<file path="config.mk">
export PLATFORM = sky130hd
export DESIGN_NAME = long_press_detect
export DESIGN_NICKNAME = d
export VERILOG_FILES = /design/src/rtl/long_press_detect.sv
export SDC_FILE = /design/constraint.sdc
export NUM_CORES = 1
export LEC_CHECK = 0
export CAP_MARGIN = 20
export CORE_MARGIN = 5
export CORE_UTILIZATION = 45
export CTS_CLUSTER_DIAMETER = 30
export DETAILED_ROUTE_END_ITERATION = 6
export SLEW_MARGIN = 20
export SYNTH_ARGS = -nofsm -noshare
export SYNTH_HDL_FRONTEND = slang
export SYNTH_SLANG_ARGS = --single-unit
export TNS_END_PERCENT = 10
</file>
<file path="constraint.sdc">
create_clock -name clk -period 2.45 [get_ports clk]
set_input_delay 0.735 -clock clk [delete_from_list [all_inputs] [get_ports clk]]
set_output_delay 0.735 -clock clk [all_outputs]
set_load 0.005 [all_outputs]
</file>
<file path="src/rtl/long_press_detect.sv">
// long_press_detect: asserts `out` once `in` has been sampled high on
// PRESS_CYCLES consecutive rising clock edges. `out` holds while the press
// continues and clears on the first edge that samples a release.
//
// Optional input synchronizer: define LONG_PRESS_SYNC_EN to pass `in`
// through a 2-flop synchronizer. Every latency then grows by two clocks.
//
// `resetn` is asynchronous and active-high despite its name. It clears the
// counter, the output flag and the synchronizer flops.
`timescale 1ns/1ps

module long_press_detect #(
  parameter int CLK_PERIOD_ns  = 20,
  parameter int PRESS_TIMER_ns = 500000000
) (
  input  logic clk,
  input  logic resetn,
  input  logic in,
  output logic out
);

  // Hold time expressed in clock edges. A timer shorter than one clock still
  // needs at least one high sample.
  localparam int PRESS_RAW    = PRESS_TIMER_ns / CLK_PERIOD_ns;
  localparam int PRESS_CYCLES = (PRESS_RAW < 1) ? 1 : PRESS_RAW;
  localparam int CNT_W_RAW    = $clog2(PRESS_CYCLES + 1);
  localparam int CNT_W        = (CNT_W_RAW < 1) ? 1 : CNT_W_RAW;

  localparam logic [CNT_W-1:0] CNT_LAST = CNT_W'(PRESS_CYCLES - 1);
  localparam logic [CNT_W-1:0] CNT_MAX  = CNT_W'(PRESS_CYCLES);

  logic             in_s;
  logic [CNT_W-1:0] cnt;
  logic [CNT_W-1:0] cnt_nxt;
  logic             out_nxt;

`ifdef LONG_PRESS_SYNC_EN
  logic sync0;
  logic sync1;

  // Two-flop synchronizer for an input that is asynchronous to clk.
  always_ff @(posedge clk or posedge resetn) begin
    if (resetn) begin
      sync0 <= 1'b0;
      sync1 <= 1'b0;
    end else begin
      sync0 <= in;
      sync1 <= sync0;
    end
  end

  assign in_s = sync1;
`else
  // The caller supplies an input that is already synchronous to clk.
  assign in_s = in;
`endif

  // Next counter and flag: a low sample restarts the count. A high sample
  // advances the count until it saturates at PRESS_CYCLES, which raises the flag.
  always_comb begin
    cnt_nxt = cnt;
    out_nxt = out;
    if (!in_s) begin
      cnt_nxt = '0;
      out_nxt = 1'b0;
    end else if (cnt == CNT_LAST) begin
      cnt_nxt = CNT_MAX;
      out_nxt = 1'b1;
    end else if (cnt < CNT_LAST) begin
      cnt_nxt = cnt + 1'b1;
    end
  end

  // Counter and flag registers. Reset clears them immediately, without waiting for a clock edge.
  always_ff @(posedge clk or posedge resetn) begin
    if (resetn) begin
      cnt <= '0;
      out <= 1'b0;
    end else begin
      cnt <= cnt_nxt;
      out <= out_nxt;
    end
  end

endmodule

</file>
==> impl_metrics.tcl <==
set metrics [dict create \
    postRouteAntennaNets 0 \
    clkSinkCount 26 \
    grt_pass1_wl_um 5430 \
    cts-htree-levels 1 \
    grt_pass1_vias 1180 \
    synth_top_area_share 0.462 \
    status "complete, no violations" \
    core-area_um2 3030 \
    nets 168 \
    maxSlewViolCount 0 \
    drt_iter0_drc 63 \
    antenna_found_initial 0 \
    reg2reg_slack_ns 0.14 \
    io_pins 4 \
    max-cap-violations 0 \
    crit_start "cnt[9]" \
    arrival_ns 2.56 \
    cts_buffers 3 \
    die_area_um2 4350 \
    synthesis.area_um2 1410 \
    r2r_end "cnt[14]" \
    grt_use_total 0.160 \
    wl_um 2950 \
    slew_headroom 0.668 \
    ys_ff_latch 26 \
    wl_per_cell_um 14.3 \
    seq_area_frac_synth 0.462 \
    clock_latency_ns 0.32 \
    p_total_uw 767 \
    synth_nets 161 \
    cts_root_buffer "clkbuf_4" \
    drc 0 \
    power_density_nw_per_um2 490 \
    die_width_um 66.0 \
    cts_setup_buffers 0 \
    vdd_ir_drop_max_mv 0.211 \
    synth-async-reset-ratio 1.00 \
    finalSetupViolCount 0 \
    hold_viol_final 0 \
    worstPathMaxFanout 14 \
    dpl.hpwl_um 2080 \
    critPathRequiredTime_ns 2.70 \
    final_layout_size_suffix_gt1_frac 0.0798 \
    skew_ns 0.00730 \
    n_fill_cell 304 \
    rr_startpoint "cnt[9]" \
    path_clk_slew_ns 0.15 \
    synth_area_leaders "dfrtp_1 46%, or3_1 6.7%, a21oi_1 6.4%, o21ai_0 5.0%, nand4_1 4.0%" \
    post-route-period-util 0.941 \
    grt_max_degree 27 \
    worst_setup_path_end_kind "register" \
    synth_flop_cell "dfrtp_1" \
    syn_area_per_cell_um2 8.97 \
    crit_type "reg2reg" \
    leakage_uw 0.000601 \
    timing.fmax_mhz 434 \
    grt_overflow_total 0 \
    tightest_slew_ns 0.496 \
    ff2ff_path_depth 6 \
    fin_hold_ws_ns 0.535 \
    start_util 0.465 \
    io_buffers 3 \
    period_minus_slack_ns 2.31 \
    syn_inst 157 \
    viasPerCell 5.64 \
    drtPass1Iterations 4 \
    ctsLongestPathBuffers 2 \
    rsz0062_at_grt "false" \
    cts_tree "built" \
    globalplace.congestion 0.776 \
    n_antenna_cell 0 \
    crit_end "cnt[14]" \
    num_rows 20 \
    area_growth_pct 11.2 \
    hold_path_class "reg2reg" \
    start_kind "register" \
    vias 1167 \
    synth_top_area_cell "dfrtp_1" \
    yosys_warnings 0 \
    synthDistinctLibCells 32 \
    die_h_um 66.0 \
    finalSetupTns_ns 0 \
    synth-edff-count 0 \
]
## worst max-delay path, stage by stage, from the launching register on
cell and delay (ns):
dfrtp_2 0.48, or2_0 0.25, or4_1 0.40, and4bb_1 0.35, a211oi_4 0.10, or4_1 0.52
a21oi_1 0.15
## layout make-up
| type | count | area (µm²) | share of cell area |
|---|---|---|---|
| clock inverters | 1 | 30.0 | 0.0192 |
| clock buffers | 3 | 22.5 | 0.0144 |
| well taps | 44 | 55.1 | 0.0351 |
| repair buffers | 8 | 67.6 | 0.0431 |
| flip-flops and latches | 26 | 652 | 0.416 |
| multi-input cells | 122 | 728 | 0.465 |
| inverters | 3 | 11.3 | 0.00719 |
## report_power, final
| part | switching, µW | internal (µW) |
|---|---|---|
| registers | 4.50 | 433 |
| logic | 20.5 | 9.95 |
| clock network | 133 | 165 |
## flip-flops by register name, indices dropped and copies added (netlist names)
register  cells
cnt          25
out           1
## what timing repair did
item,4_1_cts,5_1_grt
hold buffers,0,0
gates resized for setup,0,3
endpoints found under the hold margin,0,0
setup endpoints to repair,0,4
## cell usage after synthesis (all sizes together), types with 4 or more instances
cell type / instances
a21oi: 18
and3: 4
dfrtp: 26
nand2: 11
nand3: 5
nand4: 9
nor2: 14
o21ai: 15
or3: 15
or4: 4
xor2: 6
## kinds of logic (layout without fill, tap and decap cells)
kind of cell,after synthesis,after routing,share of synthesized area
AND/OR/NAND/NOR,74,74,0.291
AO/OA/AOI/OAI,40,40,0.163
flip-flops,26,26,0.462
buffers and inverters,9,15,0.0302
XOR/XNOR,6,6,0.0373
adder cells (fa/ha/maj),1,1,0.00888
multiplexers,1,1,0.00711
## per-stage QoR
stage,util,area (µm²),setup slack (ns),instances
2_1_floorplan,-,1410,0.362,157
3_3_place_gp,0.495,1500,0.240,203
3_5_place_dp,0.495,1500,0.174,203
4_1_cts,0.513,1550,0.121,207
5_1_grt,0.517,1570,0.000765,207
6_report,0.517,1570,0.144,207
## per-layer routing
layer  global-route usage  wire length, µm  vias up  share of wire
li1                     -                -      596              -
met1                0.210             1410      553           0.48
met2                0.267             1460       14           0.49
met3               0.0204               53        4          0.018
met4               0.0609               36        0          0.012
met5                    0                0        -              0
## how the worst min path moves through the flow
stage / start / to / slack (ns) / cells after the start
2_1_floorplan: out / out / 0.49 / 2
3_3_place_gp: out / out / 0.52 / 2
3_5_place_dp: out / out / 0.50 / 2
4_1_cts: out / out / 0.53 / 2
5_1_grt: out / out / 0.58 / 2
6_report: out / out / 0.53 / 2
## cell usage in the layout (no fill, tap or decap), drive strengths merged
| cell | synthesis | final |
|---|---|---|
| o21ai | 15 | 15 |
| a221o | 1 | 1 |
| buf | 3 | 5 |
| or4b | 1 | 1 |
| nor3 | 3 | 3 |
| nand4 | 9 | 9 |
| and4bb | 1 | 1 |
| nand2b | 1 | 1 |
| xor2 | 6 | 6 |
| a41oi | 1 | 1 |
| and2 | 2 | 2 |
| clkdlybuf4s50 | 0 | 3 |
| and3 | 4 | 4 |
| a211oi | 2 | 2 |
| mux2i | 1 | 1 |
| clkbuf | 3 | 3 |
| or3 | 15 | 15 |
| or4 | 4 | 4 |
| ha | 1 | 1 |
| a21oi | 18 | 18 |
| dfrtp | 26 | 26 |
| nand2 | 11 | 11 |
| nor4 | 1 | 1 |
| nor2 | 14 | 14 |
| bufinv | 0 | 1 |
| o31ai | 3 | 3 |
| inv | 3 | 3 |
| nand3 | 5 | 5 |
| or2 | 1 | 1 |
| and4 | 2 | 2 |
Power figures use the tool's default switching activity.
